$ cat src/rtl/fetch_pkg.sv
// fetch_pkg: shared widths, PC step and FSM state encoding for the LEGv8 instruction-fetch block.
package fetch_pkg;

   localparam int ADDR_W     = 32;
   localparam int ROM_DATA_W = 64;
   localparam int INSTR_W    = 32;

   localparam logic [ADDR_W-1:0] PC_STEP = 32'd4;

   typedef enum logic [1:0] {
      ADDR   = 2'd0,
      READ   = 2'd1,
      HOLD   = 2'd2,
      HALTED = 2'd3
   } fetch_state_e;

endpackage

$ cat src/rtl/instr_fetch_if.sv
// instr_fetch_if: bundles the instruction-ROM bus and the decode handshake/redirect signals of the fetch unit.
interface instr_fetch_if;
   import fetch_pkg::*;

   logic [ADDR_W-1:0]     rom_address;
   logic                  rom_chip_select;
   logic                  rom_output_enable;
   logic [ROM_DATA_W-1:0] rom_data;
   logic [INSTR_W-1:0]    instr;
   logic [ADDR_W-1:0]     instr_pc;
   logic                  instr_valid;
   logic                  instr_ready;
   logic                  redirect;
   logic [ADDR_W-1:0]     redirect_target;

   // master is the fetch unit; slave is the ROM/decode/execute side around it
   modport master (
      output rom_address, rom_chip_select, rom_output_enable,
      output instr, instr_pc, instr_valid,
      input  rom_data, instr_ready, redirect, redirect_target
   );

   modport slave (
      input  rom_address, rom_chip_select, rom_output_enable,
      input  instr, instr_pc, instr_valid,
      output rom_data, instr_ready, redirect, redirect_target
   );

endinterface

$ cat src/rtl/fetch_wait_counter.sv
// fetch_wait_counter: counts the output-enable cycles of a ROM read and flags the last one.
module fetch_wait_counter #(
   parameter int WAIT_CYCLES = 1
) (
   input  logic clock,
   input  logic reset_n,
   input  logic clear_i,
   input  logic enable_i,
   output logic terminal_o
);

   localparam int                CNT_W = $clog2(WAIT_CYCLES + 1);
   localparam logic [CNT_W-1:0] LAST  = CNT_W'(WAIT_CYCLES - 1);

   logic [CNT_W-1:0] count_q, count_d;

   assign terminal_o = (count_q == LAST);

   // Wrap to zero after the last count so back-to-back reads start clean
   always_comb begin
      count_d = count_q;
      if (clear_i) begin
         count_d = '0;
      end else if (enable_i) begin
         count_d = terminal_o ? '0 : count_q + CNT_W'(1);
      end
   end

   always_ff @(posedge clock or negedge reset_n) begin
      if (!reset_n) begin
         count_q <= '0;
      end else begin
         count_q <= count_d;
      end
   end

endmodule

$ cat src/rtl/instr_fetch.sv
// instr_fetch: LEGv8 instruction-fetch bus master; owns the PC, drives the ROM and hands words to decode.
// Optional FETCH_HALT_ON_ZERO_EN: a captured all-zero ROM word parks the fetcher in HALTED.
module instr_fetch
   import fetch_pkg::*;
#(
   parameter logic [ADDR_W-1:0] RESET_PC    = 32'h0000_0000,
   parameter int                WAIT_CYCLES = 1
) (
   input  logic          clock,
   input  logic          reset_n,
   instr_fetch_if.master bus
);

   fetch_state_e       state_q, state_d;
   logic [ADDR_W-1:0]  pc_q, pc_d;
   logic [INSTR_W-1:0] instr_q;
   logic [ADDR_W-1:0]  instrPc_q;
   logic               cs_q, cs_d;
   logic               oe_q, oe_d;
   logic               waitDone;
   logic               countClear;
   logic               countEnable;
   logic               captureInstr;
   logic               captureFault;
   logic [ADDR_W-1:0]  redirectPc;
   logic               unusedTargetLsb;

   assign redirectPc      = {bus.redirect_target[ADDR_W-1:2], 2'b00};
   assign unusedTargetLsb = ^bus.redirect_target[1:0];
   assign countEnable     = (state_q == READ);
   assign countClear      = bus.redirect || (state_q != READ);

   fetch_wait_counter #(
      .WAIT_CYCLES(WAIT_CYCLES)
   ) waitCounter (
      .clock     (clock),
      .reset_n   (reset_n),
      .clear_i   (countClear),
      .enable_i  (countEnable),
      .terminal_o(waitDone)
   );

`ifdef FETCH_HALT_ON_ZERO_EN
   logic romWordZero;
   assign romWordZero = (bus.rom_data == '0);
`else
   logic unusedRomHi;
   assign unusedRomHi = ^bus.rom_data[ROM_DATA_W-1:INSTR_W];
`endif

   // Redirect is applied last so it overrides both capture and the decode handshake
   always_comb begin
      state_d      = state_q;
      pc_d         = pc_q;
      captureInstr = 1'b0;
      captureFault = 1'b0;
      case (state_q)
         ADDR: state_d = READ;
         READ: begin
            if (waitDone) begin
`ifdef FETCH_HALT_ON_ZERO_EN
               if (romWordZero) begin
                  state_d      = HALTED;
                  captureFault = 1'b1;
               end else begin
                  state_d      = HOLD;
                  captureInstr = 1'b1;
               end
`else
               state_d      = HOLD;
               captureInstr = 1'b1;
`endif
            end
         end
         HOLD: begin
            if (bus.instr_ready) begin
               state_d = ADDR;
               pc_d    = pc_q + PC_STEP;
            end
         end
`ifdef FETCH_HALT_ON_ZERO_EN
         HALTED: state_d = HALTED;
`endif
         default: state_d = ADDR;
      endcase
      if (bus.redirect) begin
         state_d      = ADDR;
         pc_d         = redirectPc;
         captureInstr = 1'b0;
         captureFault = 1'b0;
      end
      cs_d = (state_d == ADDR) || (state_d == READ);
      oe_d = (state_d == READ);
   end

   // ROM strobes are registered from the next state so they stay glitch-free and are low in reset
   always_ff @(posedge clock or negedge reset_n) begin
      if (!reset_n) begin
         state_q   <= ADDR;
         pc_q      <= RESET_PC;
         cs_q      <= 1'b0;
         oe_q      <= 1'b0;
         instr_q   <= '0;
         instrPc_q <= '0;
      end else begin
         state_q <= state_d;
         pc_q    <= pc_d;
         cs_q    <= cs_d;
         oe_q    <= oe_d;
         if (captureInstr) begin
            instr_q   <= bus.rom_data[INSTR_W-1:0];
            instrPc_q <= pc_q;
         end else if (captureFault) begin
            instrPc_q <= pc_q;
         end
      end
   end

   assign bus.rom_address       = pc_q;
   assign bus.rom_chip_select   = cs_q;
   assign bus.rom_output_enable = oe_q;
   assign bus.instr             = instr_q;
   assign bus.instr_pc          = instrPc_q;
   assign bus.instr_valid       = (state_q == HOLD);

endmodule

$ cat src/flat_wrapper.sv
// flat-port wrapper written by rule: the top's interface ports become plain ports
module instr_fetch_flat import fetch_pkg::*;
#(
   parameter logic [ADDR_W-1:0] RESET_PC    = 32'h0000_0000,
   parameter int                WAIT_CYCLES = 1
)
  (clock, reset_n, bus_rom_address, bus_rom_chip_select, bus_rom_output_enable, bus_instr, bus_instr_pc, bus_instr_valid, bus_rom_data, bus_instr_ready, bus_redirect, bus_redirect_target);
  instr_fetch_if bus_i ();
  input  logic clock;
  input  logic reset_n;
  output wire logic [$bits(bus_i.rom_address)-1:0] bus_rom_address;
  output wire logic [$bits(bus_i.rom_chip_select)-1:0] bus_rom_chip_select;
  output wire logic [$bits(bus_i.rom_output_enable)-1:0] bus_rom_output_enable;
  output wire logic [$bits(bus_i.instr)-1:0] bus_instr;
  output wire logic [$bits(bus_i.instr_pc)-1:0] bus_instr_pc;
  output wire logic [$bits(bus_i.instr_valid)-1:0] bus_instr_valid;
  input wire logic [$bits(bus_i.rom_data)-1:0] bus_rom_data;
  input wire logic [$bits(bus_i.instr_ready)-1:0] bus_instr_ready;
  input wire logic [$bits(bus_i.redirect)-1:0] bus_redirect;
  input wire logic [$bits(bus_i.redirect_target)-1:0] bus_redirect_target;
  assign bus_rom_address = bus_i.rom_address;
  assign bus_rom_chip_select = bus_i.rom_chip_select;
  assign bus_rom_output_enable = bus_i.rom_output_enable;
  assign bus_instr = bus_i.instr;
  assign bus_instr_pc = bus_i.instr_pc;
  assign bus_instr_valid = bus_i.instr_valid;
  assign bus_i.rom_data = bus_rom_data;
  assign bus_i.instr_ready = bus_instr_ready;
  assign bus_i.redirect = bus_redirect;
  assign bus_i.redirect_target = bus_redirect_target;
  instr_fetch #(.RESET_PC(RESET_PC), .WAIT_CYCLES(WAIT_CYCLES)) u_core (.clock(clock), .reset_n(reset_n), .bus(bus_i));
endmodule
$ cat config.mk
export PLATFORM = sky130hd
export DESIGN_NAME = instr_fetch_flat
export DESIGN_NICKNAME = d
export VERILOG_FILES = /design/src/rtl/fetch_pkg.sv /design/src/rtl/instr_fetch_if.sv /design/src/rtl/fetch_wait_counter.sv /design/src/rtl/instr_fetch.sv /design/src/flat_wrapper.sv
export SDC_FILE = /design/constraint.sdc
export NUM_CORES = 1
export LEC_CHECK = 0
export ABC_CLOCK_PERIOD_IN_PS = 5100
export BUFFER_PORTS_ARGS = -buffer_cell sky130_fd_sc_hd__buf_4
export CELL_PAD_IN_SITES_DETAIL_PLACEMENT = 2
export CELL_PAD_IN_SITES_GLOBAL_PLACEMENT = 2
export CORE_MARGIN = 8
export CORE_UTILIZATION = 31
export CTS_BUF_LIST = sky130_fd_sc_hd__clkbuf_16
export CTS_CLUSTER_DIAMETER = 40
export DETAILED_ROUTE_END_ITERATION = 8
export PLACE_DENSITY_LB_ADDON = 0.12
export SLEW_MARGIN = 25
export SYNTH_ARGS = -nofsm -noshare
export SYNTH_HDL_FRONTEND = slang
export SYNTH_SLANG_ARGS = --single-unit
$ cat constraint.sdc
create_clock -name clock -period 5.1 [get_ports clock]
set_input_delay 0.255 -clock clock [delete_from_list [all_inputs] [get_ports clock]]
set_output_delay 0.255 -clock clock [all_outputs]
set_load 0.01 [all_outputs]
After elaboration in Yosys (flattened, before gate mapping) --
Cells that the tools add are included.
Word-level totals: register bits 101
Cells by class: reductions and logical operators 8, eq/ne operators 4, add/subtract/negate cells 2, mux-type cells 13
Operator list (number):
- 2-to-1 mux 32 bit | 3
- adder 32 x 3 -> 32 bit, second input constant | 1
- 2-to-1 mux 1 bit | 6
- 2-to-1 mux 2 bit | 3
- one-hot mux 2 bit (3 select lines) | 1
- nonzero test 2 bit | 3
- == test 2 x 1 -> 1 bit, second input constant | 2
- logical NOT 2 bit | 2
- == test 2 bit, second input constant | 1
- logical OR 1 bit | 2
- != test 2 x 1 -> 1 bit, second input constant | 1
- AND reduction 2 bit | 1
- adder 1 bit, second input constant | 1

Depth between registers and ports, before layout --
depth in word-level cells 5, mapped depth 7, mapped depth without buffers 5

Modules after synthesis --
A second synthesis with hierarchy kept.
Second synthesis, totals: cell total of the unflattened synthesis 381, area total of the unflattened synthesis 4464.3 µm²
Modules (own cells, without submodules):
- instr_fetch | times used 1, cells an instance 379, area each 4453.0 µm², seq. area each 2402.3 µm²
- fetch_wait_counter | times used 1, cells an instance 2, area each 11.3 µm², seq. area each 0.0 µm²

Least setup slack after synthesis --
OpenSTA, ideal clock, no wires.
kind flip-flop to flip-flop, start register u_core.pc_q[2], in the netlist u_core.bus.rom_address[2], end register u_core.pc_q[26], in the netlist u_core.bus.rom_address[26], buffers on the path 2, arrival time 1.711 ns, cell stages (with the launch flop) 8, period minus slack after synthesis 1.835 ns, setup slack 3.265 ns, data required time 4.976 ns, cell sequence dfrtp_1 > ha_1 > and4b_1 > buf_2 > nand2_2 > buf_2 > o31a_1 > o31a_1
Between the ends: word-level cells in the longest chain between the ends 4
RTL lines:
- from (decl) | line instr_fetch.sv:15 | logic [ADDR_W-1:0] pc_q, pc_d;
- from (signal assigned) | line instr_fetch.sv:107 | pc_q <= pc_d;
- adder 32 x 3 -> 32 bit | line instr_fetch.sv:78 | pc_d = pc_q + PC_STEP;
- 2-to-1 mux 32 bit | line instr_fetch.sv:76 | if (bus.instr_ready) begin
- 2-to-1 mux 32 bit | line instr_fetch.sv:57 | case (state_q)
- 2-to-1 mux 32 bit | line instr_fetch.sv:86 | if (bus.redirect) begin
Every way passes these cells. The select of a mux whose other input is x is not followed. A chain may end at the register's enable or synchronous reset.

Final worst setup path --
start register u_core.state_q[1], end register u_core.instr_q[20], in the netlist u_core.bus.instr[20]
Between the ends: word-level cells in the longest chain between the ends 3
RTL lines:
- from (decl) | line instr_fetch.sv:14 | fetch_state_e state_q, state_d;
- from (signal assigned) | line instr_fetch.sv:106 | state_q <= state_d;
- == test 2 x 1 -> 1 bit | line instr_fetch.sv:57
- 2-to-1 mux 1 bit | line instr_fetch.sv:57
- 2-to-1 mux 1 bit | line instr_fetch.sv:86
- to (signal assigned) | line instr_fetch.sv:111 | instr_q <= bus.rom_data[INSTR_W-1:0];
- to (decl) | line instr_fetch.sv:16 | logic [INSTR_W-1:0] instr_q;
Every way passes these cells.

==> metrics <==
CP arrival 2.55 ns; Die Width 135 um; Inserted Diodes 0; most common cell in the synthesized netlist dfrtp_1; switch share 0.289; proportion of synthesized chip area in sequential cells 0.549; combinational power share 0.276; Yosys top cell by area dfrtp_1; reg2reg setup slack 2.77 ns; hold_buf cts 1; final core occ 0.436; initial DRC count 138; total CTS buffers 9; die area 18200 sq um; final hold violations 0; cell family with most CP delay simple AND/OR/NAND/NOR gates; share of cells above drive strength 1 0.475; Max Freq 0.429 GHz; class of the worst hold path in2reg; CP Data Required Time 5.32 ns; crit path time final 2.33 ns; slew of the pin with the lowest slew margin 0.804 ns; Clk pwr share 0.294; Die Ht 135 um; Mapped Cells 368; P_int 0.00177 W; Max Cap Violations 0; Hold Path End u_core.bus.rom_address[30]; Skew-Pair Late Insertion Delay 0.34 ns; Clock transition at path regs 0.07 ns; Slew Limit Headroom 0.464; residual DRC count 0; worst-path cell chain nand2b_1 -> nor2_4 -> buf_4 -> mux2_2; Worst VDD drop 0.163 mV; Critical R2R Capture u_core.bus.instr[20]; Clk Tree Root Cell clkbuf_16; Core Rows 43; Layout Skew 0.00524 ns; Seq pwr share 0.430; clk sinks 96; synthesized area per cell 11.9 sq um; Initial Utilization 0.316; Most used DFF post-synth dfrtp_1; vias in the first global route 4110; RSZ-0062 raised after global routing no; final worst path period share 0.457; leading post-synthesis cells by cell area dfrtp_1 (55%), mux2_2 (16%), nand2_1 (2.2%); DRT Pass-1 Iters 3; Static Leak 2.67 nW; DP HPWL 10200 um; CTS tree done; most frequent cells after synthesis dfrtp_1 (96), mux2_2 (62), nand2_1 (26), nor2_1 (18), nand4_1 (15); IO Pins 199; via count 3577; gr ovfl total 0; Post-Route WL 14100 um; Detail Route Antenna Nets 0; Synth top area share 0.549; worst min-delay path startpoint bus_redirect_target[30]; Crit. Startpoint u_core.state_q[1]; area grow syn2layout 37.6%; CP max FO 40; GP Congestion 0.710; H-tree Lvls 3; status finished clean; Via density 5.08; number of library cell types mapped by synthesis 47; Sw Pwr 0.000718 W; reg-to-reg startpoint u_core.state_q[1]; initial antenna violation count 0; Max Slew Vio Count 0; Yosys warnings 0; share of flip-flops with an asynchronous set or reset 1.00; PD cells 413 nW/um^2; Synth Cell Area 4380 sq um; synthesized flop and latch total 96; clk buf depth 2; IO buf count 160; setup violators final 0; Post-synth EDFFs 0; Worst path slowest cell buf_4; Setup TNS 0 ns; critical path class reg2reg; R2R cell count 4; WL/cell 20.0 um; core area 13800 sq um; gr usage total 0.158; CP max stage delay 0.59 ns; Post CTS Setup Buffer Count 0; Critical Path Sink Type flip-flop; Worst Setup Start Kind flip-flop; largest net degree at the start of global routing 64; NumNets Final 620; hold depth 3; CTS resizes 0; buffers and inverters on the worst path 1; global-route wire length before repair 22900 um
-- worst min-delay path, stage by stage --
cell,delay (ns)
buf_4,0.08
nand2_1,0.04
nand3_1,0.05
-- final cells by class --
type                            count  area (sq um)
Sequential cell                    96          2400
Tap cell                          180           225
Clock inverter                      7          92.6
Inverter                            6          22.5
Multi-Input combinational cell    243          1830
Fill cell                        1424          7800
Timing Repair Buffer              163          1230
Clock buffer                        9           225
-- per-stage QoR --
step                      setup WS [ns]  instances  power (W)  instance area, sq um  hold WS [ns]
after CTS                          2.73        704    0.00254                  6020         0.101
after global routing               2.61        704    0.00263                  6020         0.121
after floorplan                    3.26        371    0.00136                  4390       -0.0406
after global placement             2.79        687    0.00176                  5690         0.239
after detailed placement           2.75        687    0.00179                  5690         0.240
final                              2.77        704    0.00249                  6020         0.115
-- state kept, by name, indices dropped and copies added, names as in the netlist --
name	cells
u_core.bus.rom_address	30
u_core.state_q	2
u_core.bus.instr	32
u_core.bus.rom_output_enable	1
u_core.bus.instr_pc	30
u_core.bus.rom_chip_select	1
-- routing by layer --
metal / track usage / up-vias / share of wire
met1: 0.194 / 1821 / 0.44
met5: 0 / - / 0
met4: 0.0568 / 0 / 0.012
met2: 0.259 / 110 / 0.48
li1: - / 1635 / -
met3: 0.0461 / 11 / 0.070
-- cells in the final DEF, fill, tap and decap left out, types with 9 or more instances in the layout --
cell       synthesis  final
mux2_2            62     62
nand3_1           10     10
dfrtp_1           96     96
clkbuf_16          0      9
nor2_1            18     17
o31ai_1           12     12
a31oi_1           11     11
nand2_1           26     26
nand4_1           15     15
o21ai_0           12     12
buf_4              6    162
or4_1             13     13
-- logic make-up (layout without fill, tap and decap cells) --
group                      after synthesis  in the layout  share of synthesized area
DFF                                     96             96                      0.549
xor gates and xnor gates                 9              9                     0.0180
other                                    1              4                   0.000857
muxes                                   63             63                      0.162
adders and majority gates                1              1                    0.00286
buffers and inverters                   32            185                     0.0375
AOI/OAI and AO/OA                       48             48                     0.0738
and+or+nand+nor                        118            118                      0.156
-- power groups by stage --
stage | Combinational [W] | Sequential (W) | Clock (W)
6_report | 0.000686 | 0.00107 | 0.000730
5_1_grt | 0.000749 | 0.00110 | 0.000785
4_1_cts | 0.000707 | 0.00107 | 0.000759
3_5_place_dp | 0.000704 | 0.00109 | 0
3_3_place_gp | 0.000686 | 0.00107 | 0
2_1_floorplan | 0.000222 | 0.00114 | 0
-- worst max-delay path by stage --
stage,endpoint,slack [ns],depth (start not counted)
after floorplan,u_core.bus.rom_address[26],3.26,7
after CTS,u_core.bus.instr[20],2.73,4
after global placement,u_core.bus.instr_pc[20],2.79,4
after detailed placement,u_core.bus.instr[20],2.75,4
final,u_core.bus.instr[20],2.77,4
after global routing,u_core.bus.instr_pc[28],2.61,4
Note: power is estimated with default switching activity, not from simulation.
